[src/rtl/ps2_key_decoder.sv]
// ps2_key_decoder: PS/2 keyboard (device-to-host) frame receiver and key event
// encoder. Produces an 11-bit toggle-strobe key word {toggle, pressed, ext, code}.
// Optional feature macro: PS2_KEY_TYPEMATIC_FILTER_EN (suppresses auto-repeat makes).
module ps2_key_decoder #(
    parameter int FILT_LEN    = 4,
    parameter int TIMEOUT_CYC = 100000
) (
    input  logic        clk_sys,
    input  logic        reset_n,
    input  logic        ps2_clk_in,
    input  logic        ps2_data_in,
    output logic [10:0] ps2_key,
    output logic        frame_err
);

    localparam int            TW        = (TIMEOUT_CYC > 1) ? $clog2(TIMEOUT_CYC) : 1;
    localparam logic [TW-1:0] TO_LAST   = TW'(TIMEOUT_CYC - 1);
    localparam logic [3:0]    FILT_LAST = 4'(FILT_LEN - 1);

    typedef enum logic [1:0] {
        S_IDLE   = 2'd0,
        S_DATA   = 2'd1,
        S_PARITY = 2'd2,
        S_STOP   = 2'd3
    } state_t;

    // Input conditioning
    logic [1:0]    r_clk_sync, r_dat_sync;
    logic [3:0]    r_clk_cnt, r_dat_cnt;
    logic          r_clk_filt, r_dat_filt, r_clk_filt_d;
    logic          w_fall;

    // Frame FSM
    state_t        r_state, w_state_next;
    logic [2:0]    r_bitcnt, w_bitcnt_next;
    logic [7:0]    r_shift, w_shift_next;
    logic          r_parity, w_parity_next;
    logic          w_byte_ok, w_stop_err, w_timeout;
    logic [TW-1:0] r_to_cnt;
    logic          r_byte_valid, r_frame_err;

    // Byte handler
    logic          r_ext, r_brk;
    logic [2:0]    r_skip;
    logic [10:0]   r_key;
    logic          w_is_noise, w_is_prefix, w_take, w_suppress, w_emit;

    // Two-flop synchronizers; idle PS/2 lines are high so they reset to 1
    always_ff @(posedge clk_sys or negedge reset_n) begin
        if (!reset_n) begin
            r_clk_sync <= 2'b11;
            r_dat_sync <= 2'b11;
        end else begin
            r_clk_sync <= {r_clk_sync[0], ps2_clk_in};
            r_dat_sync <= {r_dat_sync[0], ps2_data_in};
        end
    end

    // Saturating filters: level only follows after FILT_LEN consecutive differing samples
    always_ff @(posedge clk_sys or negedge reset_n) begin
        if (!reset_n) begin
            r_clk_cnt    <= 4'd0;
            r_dat_cnt    <= 4'd0;
            r_clk_filt   <= 1'b1;
            r_dat_filt   <= 1'b1;
            r_clk_filt_d <= 1'b1;
        end else begin
            r_clk_filt_d <= r_clk_filt;
            if (r_clk_sync[1] == r_clk_filt) begin
                r_clk_cnt <= 4'd0;
            end else if (r_clk_cnt == FILT_LAST) begin
                r_clk_filt <= r_clk_sync[1];
                r_clk_cnt  <= 4'd0;
            end else begin
                r_clk_cnt <= r_clk_cnt + 4'd1;
            end
            if (r_dat_sync[1] == r_dat_filt) begin
                r_dat_cnt <= 4'd0;
            end else if (r_dat_cnt == FILT_LAST) begin
                r_dat_filt <= r_dat_sync[1];
                r_dat_cnt  <= 4'd0;
            end else begin
                r_dat_cnt <= r_dat_cnt + 4'd1;
            end
        end
    end

    assign w_fall = r_clk_filt_d & ~r_clk_filt;

    // Frame FSM state register plus one-cycle result pulses
    always_ff @(posedge clk_sys or negedge reset_n) begin
        if (!reset_n) begin
            r_state      <= S_IDLE;
            r_bitcnt     <= 3'd0;
            r_shift      <= 8'd0;
            r_parity     <= 1'b0;
            r_byte_valid <= 1'b0;
            r_frame_err  <= 1'b0;
        end else begin
            r_state      <= w_state_next;
            r_bitcnt     <= w_bitcnt_next;
            r_shift      <= w_shift_next;
            r_parity     <= w_parity_next;
            r_byte_valid <= w_byte_ok;
            r_frame_err  <= w_stop_err | w_timeout;
        end
    end

    // Frame FSM next state: advances only on a filtered clock fall; a fall beats a timeout
    always_comb begin
        w_state_next  = r_state;
        w_bitcnt_next = r_bitcnt;
        w_shift_next  = r_shift;
        w_parity_next = r_parity;
        w_byte_ok     = 1'b0;
        w_stop_err    = 1'b0;
        w_timeout     = (r_state != S_IDLE) && (r_to_cnt == TO_LAST) && !w_fall;
        if (w_timeout) begin
            w_state_next = S_IDLE;
        end else if (w_fall) begin
            case (r_state)
                S_IDLE: begin
                    if (!r_dat_filt) begin
                        w_state_next  = S_DATA;
                        w_bitcnt_next = 3'd0;
                    end
                end
                S_DATA: begin
                    w_shift_next  = {r_dat_filt, r_shift[7:1]};
                    w_bitcnt_next = r_bitcnt + 3'd1;
                    if (r_bitcnt == 3'd7) begin
                        w_state_next = S_PARITY;
                    end
                end
                S_PARITY: begin
                    w_parity_next = r_dat_filt;
                    w_state_next  = S_STOP;
                end
                default: begin
                    w_state_next = S_IDLE;
                    if (r_dat_filt && (^{r_shift, r_parity})) begin
                        w_byte_ok = 1'b1;
                    end else begin
                        w_stop_err = 1'b1;
                    end
                end
            endcase
        end
    end

    // Inter-edge watchdog: cleared by every fall, counts mid-frame, saturates at the limit
    always_ff @(posedge clk_sys or negedge reset_n) begin
        if (!reset_n) begin
            r_to_cnt <= '0;
        end else if (w_fall || (r_state == S_IDLE)) begin
            r_to_cnt <= '0;
        end else if (r_to_cnt != TO_LAST) begin
            r_to_cnt <= r_to_cnt + TW'(1);
        end
    end

    assign w_is_noise  = (r_shift == 8'h00) || (r_shift == 8'hAA) || (r_shift == 8'hEE) ||
                         (r_shift == 8'hFA) || (r_shift == 8'hFE) || (r_shift == 8'hFF);
    assign w_is_prefix = (r_shift == 8'hE0) || (r_shift == 8'hE1) || (r_shift == 8'hF0);
    // A byte that completes a key event (possibly then filtered out as a repeat)
    assign w_take      = r_byte_valid && (r_skip == 3'd0) && !w_is_prefix &&
                         !(w_is_noise && !r_ext && !r_brk);
    assign w_emit      = w_take && !w_suppress;

`ifdef PS2_KEY_TYPEMATIC_FILTER_EN
    logic [9:0] r_last_key;

    // Remember the last emitted event so held-key repeats can be dropped
    always_ff @(posedge clk_sys or negedge reset_n) begin
        if (!reset_n) begin
            r_last_key <= 10'd0;
        end else if (w_emit) begin
            r_last_key <= {~r_brk, r_ext, r_shift};
        end
    end

    assign w_suppress = !r_brk && (r_last_key == {1'b1, r_ext, r_shift});
`else
    assign w_suppress = 1'b0;
`endif

    // Prefix tracking: E0/F0 flags, Pause-sequence swallowing, error cleanup
    always_ff @(posedge clk_sys or negedge reset_n) begin
        if (!reset_n) begin
            r_ext  <= 1'b0;
            r_brk  <= 1'b0;
            r_skip <= 3'd0;
        end else if (w_stop_err) begin
            r_ext  <= 1'b0;
            r_brk  <= 1'b0;
            r_skip <= 3'd0;
        end else if (w_timeout) begin
            r_ext <= 1'b0;
            r_brk <= 1'b0;
        end else if (r_byte_valid) begin
            if (r_skip != 3'd0) begin
                r_skip <= r_skip - 3'd1;
            end else if (r_shift == 8'hE1) begin
                r_skip <= 3'd7;
            end else if (r_shift == 8'hE0) begin
                r_ext <= 1'b1;
            end else if (r_shift == 8'hF0) begin
                r_brk <= 1'b1;
            end else if (w_take) begin
                r_ext <= 1'b0;
                r_brk <= 1'b0;
            end
        end
    end

    // Output key word: bit 10 flips once per emitted event
    always_ff @(posedge clk_sys or negedge reset_n) begin
        if (!reset_n) begin
            r_key <= 11'd0;
        end else if (w_emit) begin
            r_key <= {~r_key[10], ~r_brk, r_ext, r_shift};
        end
    end

    assign ps2_key   = r_key;
    assign frame_err = r_frame_err;

endmodule

[config.mk]
export PLATFORM = sky130hd
export DESIGN_NAME = ps2_key_decoder
export DESIGN_NICKNAME = d
export VERILOG_FILES = /design/src/rtl/ps2_key_decoder.sv
export SDC_FILE = /design/constraint.sdc
export NUM_CORES = 1
export LEC_CHECK = 0
export CORE_UTILIZATION = 35
export CTS_CLUSTER_SIZE = 28
export DETAILED_ROUTE_END_ITERATION = 12
export GPL_TIMING_DRIVEN = 0
export PLACE_DENSITY_LB_ADDON = 0.2
export SLEW_MARGIN = 0
export SYNTH_ARGS = -nofsm -noshare
export SYNTH_HDL_FRONTEND = slang
export SYNTH_SLANG_ARGS = --single-unit
[constraint.sdc]
create_clock -name clk_sys -period 2.2 [get_ports clk_sys]
set_input_delay 0.66 -clock clk_sys [delete_from_list [all_inputs] [get_ports clk_sys]]
set_output_delay 0.66 -clock clk_sys [all_outputs]
set_load 0.01 [all_outputs]
==> results.yml <==
worst_setup_path:
  critPathLaunchType: "flip-flop"
  cp.required_ns: 2.43
  crit_type: "reg2reg"
  critPathMaxFanout: 8
  critical_path_arrival_ns: 2.35
  cp-end-kind: "flip-flop"
yosys:
  synth_compound_area_share_pct: 11.70
  ys_ff_latch: 64
  synthSimpleGateAreaFrac_pct: 17.73
  syn_nets: 304
  synth.area.mux_share_pct: 5.276
  synth_xor_xnor_area_share_pct: 7.259
  synth_top_family_by_area: "simple AND/OR/NAND/NOR gates"
  yosysWarningCount: 0
  synth_ff_type: "dfrtp_1"
  syn_area_per_cell_um2: 10.91
  synth_fa_ha_area_share_pct: 4.363
  yosys-top-cells-area: "dfrtp_1, dfstp_2, ha_1, xor2_1, mux2_2"
  synthArstFlopShare_pct: 100.0
  synth_cells: 289
  syn_area_um2: 3154
  yosysUniqueCellTypes: 52
  synth_edf_count: 0
  ys_seq_area_share_pct: 51.05
  yosysTopAreaCellShare_pct: 45.22
  yosys.area.top_type: "dfrtp_1"
clock_tree:
  clk_latency_ns: 0.35
  cts_root_buffer: "clkbuf_8"
  clkSinkCount: 64
  cts_buffers: 9
  clk_path_buf_depth: 2
  postCtsHoldBufs: 0
  clk_pin_slew_ns: 0.07
  tritoncts: "yes"
  htreeDepth: 3
die:
  fp.coreArea_um2: 8721
  die_h_um: 96.93
  ios: 16
  die_x_um: 96.93
  num_rows: 34
  die-area_um2: 9395
  initial_utilization_pct: 36.17
cells_and_area:
  layout_commonest_cell: "dfrtp_1"
  area_growth_pct: 16.34
  most-common-layout-cells: "dfrtp_1, nor2_1, nand2_1"
  final_nets: 332
  layout-drive-gt1-share_pct: 16.46
  diodes: 0
  utilization_pct: 42.08
  finalNonFillerCells: 430
sta:
  fin_skew_ns: 0.006025
  fin_crit_sh_pct: 96.39
  max_slew.worst_pin.slew_ns: 0.8049
  fmax_mhz: 471.6
  rsz0062_at_grt: "no"
  setup_viol: 0
  final_hold_viol_count: 0
  maxSlewViolCount: 0
  finalHoldWorstSlack_ns: 0.3568
  fin_crit_ns: 2.121
  slew_headroom_pct: 46.34
power_and_ir_drop:
  clkPwrFrac_pct: 26.8
  seqPwrFrac_pct: 40.8
  switching_power_mw: 1.301
  p_per_area_nw_per_um2: 1060
  power.leakage_nw: 1.598
  vdd_ir_drop_max_v: 0.0003318
  total_power_mw: 3.892
  switching_share_pct: 33.43
  combPwrFrac_pct: 32.4
  intPower_mw: 2.591
routing:
  routed_via_density: 5.147
  postRouteAntennaNets: 0
  num_vias: 2213
  routed_wl_mm: 5.789
  route.detailed.drc: 0
  wire_per_inst_um: 13.46
  detail_route.first_pass.iterations: 4
  drtIter0Drc: 99
global_routing:
  antenna_found_initial: 0
  grt_pass1_wl_mm: 10.29
  gr-total-overflow: 0
  track_usage_pct: 13.62
  grt_pass1_vias: 2192
  grt_max_degree: 65
place:
  place_inst: 412
  port-buffer-count: 15
  routabilityCongestion: 0.7589
  dp_hpwl_mm: 3.835
run_status:
  run_status: "finished clean"
min_path:
  holdCritPathClass: "reg2reg"
job:
  max_cap_violations: 0
==> cell usage after synthesis, drive strengths merged, types with 5 or more instances <==
cell     n
dfrtp   57
nand2   18
and3     5
a22o     6
a21oi   14
dfstp    7
xnor2    7
clkbuf   5
nand3   14
xor2    14
ha      11
o21ai   15
buf      6
nor3     5
mux2    13
nor2b    6
inv      6
nor2    25
==> layout make-up <==
cell class,instances,area (um^2)
timing repair buffer,18,170.2
tap,108,135.1
multi-input combinational,208,1475
clock buffer,13,158.9
fill,834,5051
clock inverter,3,40.04
inverter,6,22.52
sequential,64,1610
buffer,10,57.56
==> power by group through the flow <==
stage / registers (mW) / logic, mW / clock network, mW
detailed placement: 1.61 / 1.27 / 0
global placement: 1.60 / 1.25 / 0
global route: 1.62 / 1.42 / 1.12
finish: 1.59 / 1.26 / 1.04
floorplan: 1.58 / 0.949 / 0
CTS: 1.59 / 1.27 / 1.07
==> critical path: stages, from the launching register on <==
cell      delay, ns
dfrtp_1        0.35
buf_2          0.17
or4_1          0.53
a21oi_2        0.18
o21bai_2       0.15
o21ai_4        0.27
mux2_1         0.35
==> through the flow <==
step	setup slack, ns	area (um^2)	TNS [ns]
4_1_cts	0.02747	3645	0
3_5_place_dp	-0.1078	3437	-0.9810
3_3_place_gp	-1.730	3440	-106.11
6_report	0.07946	3670	0
2_1_floorplan	0.1964	3154	0
5_1_grt	0.003289	3670	0
==> repair_timing <==
| action | CTS | global route |
|---|---|---|
| resized for setup | 3 | 1 |
| endpoints found under the setup margin | 14 | 6 |
| pin swaps | 0 | 2 |
| buffers inserted | 0 | 3 |
==> worst paths after layout <==
check                                        start                 endpoint  slack [ns]  cells after the start
setup / recovery            r_shift[3]$_DFFE_PN0P_   ps2_key[5]$_DFFE_PN0P_        0.08                      6
hold / removal             r_dat_sync[0]$_DFF_PN1_  r_dat_sync[1]$_DFF_PN1_        0.36                      0
setup reg to reg            r_shift[3]$_DFFE_PN0P_   ps2_key[5]$_DFFE_PN0P_        0.08                      6
hold reg to reg            r_dat_sync[0]$_DFF_PN1_  r_dat_sync[1]$_DFF_PN1_        0.36                      0
max in group asynchronous                  reset_n  r_bitcnt[2]$_DFFE_PN0P_        1.28                      1
min in group asynchronous                  reset_n  ps2_key[10]$_DFFE_PN0P_        0.40                      1
==> cell families (layout without fill, tap and decap cells) <==
logic type	Yosys count	after routing
AOI/OAI and AO/OA	53	53
xor gates and xnor gates	23	23
muxes	15	15
buffers and inverters	17	50
and+or+nand+nor	106	106
DFF	64	64
adders and majority gates	11	11
==> sequential cells by signal (all words and copies together), names as in the netlist, 2 cells and up <==
| signal | flops |
|---|---|
| r_state | 2 |
| r_dat_sync | 2 |
| r_clk_cnt | 4 |
| ps2_key | 11 |
| r_shift | 8 |
| r_to_cnt | 17 |
| r_dat_cnt | 4 |
| r_skip | 3 |
| r_clk_sync | 2 |
| r_bitcnt | 3 |
==> routing by layer <==
layer / share of wire, % / up-vias / global-route usage [%] / wire length [um]
met5: 0 / - / 0 / 0
met4: 2.2 / 0 / 7.577 / 129
met3: 1.9 / 12 / 3.035 / 108
met2: 45 / 24 / 21.24 / 2625
met1: 51 / 1089 / 17.48 / 2926
li1: - / 1088 / - / -
(Power assumes the default switching activity.)
